### src/rtl/secure_alu_pkg.sv
// rtl/secure_alu_pkg.sv - opcodes, S-box tables and width-generic SPN helpers
package secure_alu_pkg;

    // Widest datapath the helper functions can carry; callers truncate to W.
    localparam int MAXW = 128;

    localparam logic [3:0] OP_ADD   = 4'h0;
    localparam logic [3:0] OP_SUB   = 4'h1;
    localparam logic [3:0] OP_AND   = 4'h2;
    localparam logic [3:0] OP_OR    = 4'h3;
    localparam logic [3:0] OP_XOR   = 4'h4;
    localparam logic [3:0] OP_NOTA  = 4'h5;
    localparam logic [3:0] OP_INC   = 4'h6;
    localparam logic [3:0] OP_DEC   = 4'h7;
    localparam logic [3:0] OP_SHL   = 4'h8;
    localparam logic [3:0] OP_SHR   = 4'h9;
    localparam logic [3:0] OP_MUL   = 4'hA;
    localparam logic [3:0] OP_PASSA = 4'hC;
    localparam logic [3:0] OP_PASSB = 4'hD;

    // Nibble n of each table sits at bits [4n+3:4n].
    localparam logic [63:0] SBOX  = 64'h2174_8FE3_DA09_B65C;
    localparam logic [63:0] ISBOX = 64'hA970_364B_D21C_8FE5;

    localparam logic [7:0] RC = 8'h3C;

    function automatic logic [MAXW-1:0] sbox_w(input logic [MAXW-1:0] x);
        logic [MAXW-1:0] y;
        y = '0;
        for (int n = 0; n < MAXW/4; n++) begin
            y[4*n +: 4] = SBOX[{x[4*n +: 4], 2'b00} +: 4];
        end
        return y;
    endfunction

    function automatic logic [MAXW-1:0] isbox_w(input logic [MAXW-1:0] x);
        logic [MAXW-1:0] y;
        y = '0;
        for (int n = 0; n < MAXW/4; n++) begin
            y[4*n +: 4] = ISBOX[{x[4*n +: 4], 2'b00} +: 4];
        end
        return y;
    endfunction

    // Even input bits fill the upper half (reversed), odd bits the lower half.
    function automatic logic [MAXW-1:0] perm_w(input logic [MAXW-1:0] x, input int w);
        logic [MAXW-1:0] y;
        y = '0;
        for (int j = 0; j < MAXW/2; j++) begin
            if (j < w/2) begin
                y[w-1-j]   = x[2*j];
                y[w/2-1-j] = x[2*j+1];
            end
        end
        return y;
    endfunction

    function automatic logic [MAXW-1:0] iperm_w(input logic [MAXW-1:0] x, input int w);
        logic [MAXW-1:0] y;
        y = '0;
        for (int j = 0; j < MAXW/2; j++) begin
            if (j < w/2) begin
                y[2*j]   = x[w-1-j];
                y[2*j+1] = x[w/2-1-j];
            end
        end
        return y;
    endfunction

endpackage

### src/rtl/secure_spn_stage.sv
// rtl/secure_spn_stage.sv - one registered SPN round carrying valid/dec/err/key
module secure_spn_stage
    import secure_alu_pkg::*;
#(
    parameter int W      = 8,
    parameter int ROUNDS = 2,
    parameter int RIDX   = 1
) (
    input  logic         clk,
    input  logic         rst,
    input  logic         adv,
    input  logic         prev_valid,
    input  logic         prev_dec,
    input  logic         prev_err,
    input  logic [W-1:0] prev_key,
    input  logic [W-1:0] prev_data,
    output logic         valid,
    output logic         dec,
    output logic         err,
    output logic [W-1:0] key,
    output logic [W-1:0] data
);

    // Decryption walks the rounds backwards, so this slot undoes the mirrored round.
    localparam int DIDX = ROUNDS + 1 - RIDX;

    function automatic logic [W-1:0] round_key(input logic [W-1:0] k, input int r);
        return (r % 2 == 1) ? {k[W/2-1:0], k[W-1:W/2]} : (k ^ {(W/8){RC}});
    endfunction

    logic [W-1:0] enc_key;
    logic [W-1:0] dec_key;
    logic [W-1:0] enc_next;
    logic [W-1:0] dec_next;

    assign enc_key  = round_key(prev_key, RIDX);
    assign dec_key  = round_key(prev_key, DIDX);
    assign enc_next = W'(perm_w(sbox_w(MAXW'(prev_data)), W)) ^ enc_key;
    assign dec_next = W'(isbox_w(iperm_w(MAXW'(prev_data ^ dec_key), W)));

    // Round register: shifts on the global advance, otherwise holds everything.
    always_ff @(posedge clk or posedge rst) begin
        if (rst) begin
            valid <= 1'b0;
            dec   <= 1'b0;
            err   <= 1'b0;
            key   <= '0;
            data  <= '0;
        end else if (adv) begin
            valid <= prev_valid;
            dec   <= prev_dec;
            err   <= prev_err;
            key   <= prev_key;
            data  <= prev_dec ? dec_next : enc_next;
        end
    end

endmodule

### src/rtl/secure_alu_pipe.sv
// rtl/secure_alu_pipe.sv - pipelined ALU with per-transaction SPN encrypt/decrypt
module secure_alu_pipe
    import secure_alu_pkg::*;
#(
    parameter int W      = 8,
    parameter int ROUNDS = 2
) (
    input  logic         clk,
    input  logic         rst,
    input  logic         in_valid,
    output logic         in_ready,
    input  logic [W-1:0] in_a,
    input  logic [W-1:0] in_b,
    input  logic [3:0]   in_op,
    input  logic [W-1:0] in_key,
    input  logic         in_dec,
    output logic         out_valid,
    input  logic         out_ready,
    output logic [W-1:0] out_data,
    output logic         out_op_err,
    output logic         busy
);

    logic            adv;
    logic [W-1:0]    alu_res;
    logic            alu_err;
    logic [W-1:0]    k0;

    logic            s0_valid;
    logic            s0_dec;
    logic            s0_err;
    logic [W-1:0]    s0_key;
    logic [W-1:0]    s0_data;

    logic [ROUNDS:0] v_s;
    logic [ROUNDS:0] dec_s;
    logic [ROUNDS:0] err_s;
    logic [W-1:0]    key_s  [ROUNDS+1];
    logic [W-1:0]    data_s [ROUNDS+1];

    // Whole pipe moves as one; a full output that is not taken freezes it.
    assign adv      = !out_valid || out_ready;
    assign in_ready = adv;

    // Whitening key equals the transaction key, keeping the legacy 8-bit encoding.
    assign k0 = in_key;

    // Combinational ALU; unknown opcodes yield zero and flag the transaction.
    always_comb begin
        alu_res = '0;
        alu_err = 1'b0;
        case (in_op)
            OP_ADD:   alu_res = in_a + in_b;
            OP_SUB:   alu_res = in_a - in_b;
            OP_AND:   alu_res = in_a & in_b;
            OP_OR:    alu_res = in_a | in_b;
            OP_XOR:   alu_res = in_a ^ in_b;
            OP_NOTA:  alu_res = ~in_a;
            OP_INC:   alu_res = in_a + W'(1);
            OP_DEC:   alu_res = in_a - W'(1);
            OP_SHL:   alu_res = in_a << 1;
            OP_SHR:   alu_res = in_a >> 1;
            OP_MUL:   alu_res = in_a * in_b;
            OP_PASSA: alu_res = in_a;
            OP_PASSB: alu_res = in_b;
            default:  alu_err = 1'b1;
        endcase
    end

    // Stage 0: capture the ALU+whitening result, or the raw ciphertext for decrypt.
    always_ff @(posedge clk or posedge rst) begin
        if (rst) begin
            s0_valid <= 1'b0;
            s0_dec   <= 1'b0;
            s0_err   <= 1'b0;
            s0_key   <= '0;
            s0_data  <= '0;
        end else if (adv) begin
            s0_valid <= in_valid;
            s0_dec   <= in_dec;
            s0_err   <= !in_dec && alu_err;
            s0_key   <= in_key;
            s0_data  <= in_dec ? in_a : (alu_res ^ in_key ^ k0);
        end
    end

    assign v_s[0]    = s0_valid;
    assign dec_s[0]  = s0_dec;
    assign err_s[0]  = s0_err;
    assign key_s[0]  = s0_key;
    assign data_s[0] = s0_data;

    for (genvar i = 0; i < ROUNDS; i++) begin : g_round
        secure_spn_stage #(
            .W      (W),
            .ROUNDS (ROUNDS),
            .RIDX   (i + 1)
        ) u_stage (
            .clk        (clk),
            .rst        (rst),
            .adv        (adv),
            .prev_valid (v_s[i]),
            .prev_dec   (dec_s[i]),
            .prev_err   (err_s[i]),
            .prev_key   (key_s[i]),
            .prev_data  (data_s[i]),
            .valid      (v_s[i+1]),
            .dec        (dec_s[i+1]),
            .err        (err_s[i+1]),
            .key        (key_s[i+1]),
            .data       (data_s[i+1])
        );
    end

    assign out_valid  = v_s[ROUNDS];
    assign out_data   = data_s[ROUNDS];
    assign out_op_err = err_s[ROUNDS];
    assign busy       = |v_s;

endmodule
### config.mk
export PLATFORM = sky130hd
export DESIGN_NAME = secure_alu_pipe
export DESIGN_NICKNAME = d
export VERILOG_FILES = /design/src/rtl/secure_alu_pkg.sv /design/src/rtl/secure_spn_stage.sv /design/src/rtl/secure_alu_pipe.sv
export SDC_FILE = /design/constraint.sdc
export NUM_CORES = 1
export LEC_CHECK = 0
export BUFFER_PORTS_ARGS = -buffer_cell sky130_fd_sc_hd__buf_4
export CORE_ASPECT_RATIO = 1.4
export CORE_MARGIN = 2
export CORE_UTILIZATION = 40
export CTS_CLUSTER_SIZE = 40
export DETAILED_ROUTE_END_ITERATION = 7
export GPL_TIMING_DRIVEN = 0
export PLACE_DENSITY = 0.62
export SYNTH_ARGS = -nofsm -noshare
export SYNTH_HDL_FRONTEND = slang
export SYNTH_SLANG_ARGS = --single-unit
### constraint.sdc
create_clock -name clk -period 3.59 [get_ports clk]
set_clock_uncertainty 0.15 [all_clocks]
set_input_delay 0.359 -clock clk [delete_from_list [all_inputs] [get_ports clk]]
set_output_delay 0.359 -clock clk [all_outputs]
set_load 0.02 [all_outputs]
==> impl_results.md <==
- CP Max Fanout: 3
- Cell row count: 54
- Power Density: 646 nW/um^2
- Kind of critical path: in2reg
- Post-synth top area share: 18.7%
- CTS Sinks: 48
- Synth Cell Area: 6440 sq um
- Initial Utilization: 41.1%
- Critical path data required time: 3.65 ns
- Clk_lat worst skew: 0.29 ns
- Peak supply drop: 0.686 mV
- CTS Buf Count: 5
- Ys Warns: 0
- Total area of sequential cells: 1200 sq um
- Final setup vio count: 1
- Vias: 5951
- Core footprint: 15700 sq um
- Total Routing Usage GR: 23.5%
- Area of the multi-input gates: 4900 sq um
- Logic gate share of total power: 71.4%
- Drt pass-1 iters: 6
- Max Root-Sink Buffers: 2
- Final Hold Viols: 0
- Die width: 111 microns
- Crit path capture type: register
- Max Fclk: 0.275 GHz
- # port buffers: 43
- Cell Area, Placed: 7090 sq um
- Status: finished, violations left
- Area grow syn2layout: 20.6%
- Worst slew margin: 53.0%
- Net Count, Synth: 933
- Seq pwr share: 18.7%
- Period utilization: 101%
- EDFF count, synth: 0
- Main area contributors after synthesis: dfrtp_1 19%, ha_1 17%, nand2_1 7.2%
- Die area: 17100 sq um
- Fillers: 1516
- Share of layout cells above drive strength 1: 20.9%
- Sw Pwr: 2380 uW
- Worst-Margin Slew: 0.700 ns
- GPL Wtd Cong: 0.973
- Max_cap viols: 0
- TritonCTS clock tree: built
- CP startpoint kind: input pin
- DPL Wire Length: 15.2 mm
- Synth unique cells: 60
- Cells after Synth: 801
- Clock power frac: 9.9%
- Design Area, Final: 7760 sq um
- Fin crit period: 3.64 ns
- Failing checks: setup timing
- Worst-path clk slew: 0.07 ns
- Initial antenna violation count: 0
- Setup ws final: -0.0460 ns
- Nets: 1005
- Initial DRC count: 338
- Final slew viol count: 0
- Die Y-Extent: 154 microns
- WL per Instance: 18.6 microns
- Wirelength, routed: 19.9 mm
- DR DRC count: 0
- Ports: 45
- RSZ-0062 raised after global routing: true
- Switching share of power: 47.4%
- #FFs+latches synth: 48
- Vias per cell: 5.56
- Tot Pwr: 5010 uW
- Total global routing overflow: 0
- Largest net degree at the start of global routing: 34
- Int Pwr: 2640 uW
- P_leak: 0.00354 uW
- Synth Flop Type: dfrtp_1
- Syn_area_per_cell: 8.04 sq um
- Routed Antenna Nets: 0
- Area leader, netlist: dfrtp_1
- Async S/R FF share, synth: 100%
- Vias in the first global route: 5979
- Worst Hold Class: in2reg
- Crit path arrival time: 3.69 ns
- N_diodes: 0
- Seq/Total Area, Yosys: 18.7%
- H-tree depth: 2
- First-pass GRT wire length: 31.8 mm
- Dpl ws: -0.778 ns
- CTS Root Cell: clkbuf_16
## synthesized netlist by cell type (10+ instances only)
cell	instances
ha_1	86
a21oi_1	41
nor2_1	69
xor2_1	23
fa_1	13
inv_1	75
clkbuf_1	31
buf_2	14
nor2b_1	10
dfrtp_1	48
nand2_1	123
a211oi_1	10
o211ai_1	10
mux4_2	14
nor3_1	12
o21ai_0	42
mux2i_1	11
xnor2_1	34
## layer usage
layer	global-route usage [%]	vias to the layer above	share of wire, %
li1	-	2885	-
met1	24.4	2795	36
met3	2.44	76	4.1
met2	44.4	195	54
met4	14.9	0	6.7
met5	0	-	0
## metrics by stage
step           utilization [%]  hold WS (ns)  TNS [ns]  std cells
2_1_floorplan                -         0.289   -0.0677        801
3_3_place_gp              45.1         0.304     -3.56       1040
3_5_place_dp              45.2         0.214     -3.43       1041
4_1_cts                   48.4         0.104    -0.289       1066
5_1_grt                   49.5         0.104    -0.476       1070
6_report                  49.5         0.107   -0.0460       1070
## final timing paths
kind	slack [ns]	cells after the start	startpoint	endpoint
max	-0.05	16	in_b[3]	s0_data[7]$_DFFE_PP0P_
min	0.11	3	in_key[0]	s0_key[0]$_DFFE_PP0P_
max reg2reg	0.86	9	g_round[0].u_stage.data[7]$_DFFE_PP0P_	g_round[1].u_stage.data[0]$_DFFE_PP0P_
min reg2reg	0.32	2	g_round[1].u_stage.err$_DFFE_PP0P_	g_round[1].u_stage.err$_DFFE_PP0P_
max in group asynchronous	2.31	4	rst	g_round[1].u_stage.data[6]$_DFFE_PP0P_
min in group asynchronous	0.48	3	rst	s0_valid$_DFFE_PP0P_
## layout by cell type (no fill, tap or decap), types with 10 or more instances in the layout
cell,netlist,layout
inv_1,75,59
mux4_2,14,14
xnor2_1,34,34
nor3_1,12,10
a211oi_1,10,10
clkbuf_1,31,25
nor2_1,69,59
nor2b_1,10,10
mux2i_1,11,11
a21oi_1,41,38
dfrtp_1,48,48
xor2_1,23,20
o21ai_0,42,38
nand2_1,123,119
buf_4,9,68
o211ai_1,10,10
ha_1,86,79
## timing repair
item	CTS	global route
hold buffers	1	0
buffers inserted	20	6
hold endpoints to repair	15	0
pin swaps	28	32
endpoints found under the setup margin	5	5
resized for setup	56	37
## logic make-up (layout without fill, tap and decap cells)
logic type,count (synthesis),count (layout),share of synthesized area [%]
AO/OA/AOI/OAI,181,181,18.9
XOR/XNOR,60,60,8.80
adder cells (fa/ha/maj),99,99,20.8
buffers and inverters,134,207,8.73
flip-flops,48,48,18.7
multiplexers,28,28,7.13
AND/OR/NAND/NOR,251,251,17.0
## critical path, stage by stage
cell	delay, ns
buf_8	0.08
buf_8	0.11
nand2_4	0.05
fa_2	0.35
fa_1	0.50
inv_2	0.04
fa_1	0.54
inv_2	0.04
fa_2	0.52
inv_2	0.04
ha_4	0.23
a21oi_4	0.17
xnor3_1	0.37
nor2_2	0.15
o21ai_1	0.08
o221ai_1	0.07
## layout make-up
class	instances	share of cell area [%]
Timing Repair Buffer	71	8.25
Clock inverter	2	0.177
Multi-Input combinational cell	619	63.1
Sequential cell	48	15.5
Clock buffer	6	1.79
Inverter	76	4.11
Tap cell	196	3.16
Buffer	52	3.95
## power groups by stage
stage	logic (uW)	registers [uW]	clock network, uW
6_report	3580	939	494
3_5_place_dp	3390	950	0
3_3_place_gp	3360	943	0
4_1_cts	3510	940	506
5_1_grt	4010	970	527
2_1_floorplan	2610	899	0
## flip-flops by register name (all words and copies together) (netlist names)
register	cells
g_round.u_stage.data	16
g_round.u_stage.key	8
s0_data	8
s0_key	8
g_round.u_stage.err	2
g_round.u_stage.valid	2
g_round.u_stage.dec	1
s0_dec	1
s0_err	1
s0_valid	1
Note: power is estimated with default switching activity, not from simulation.
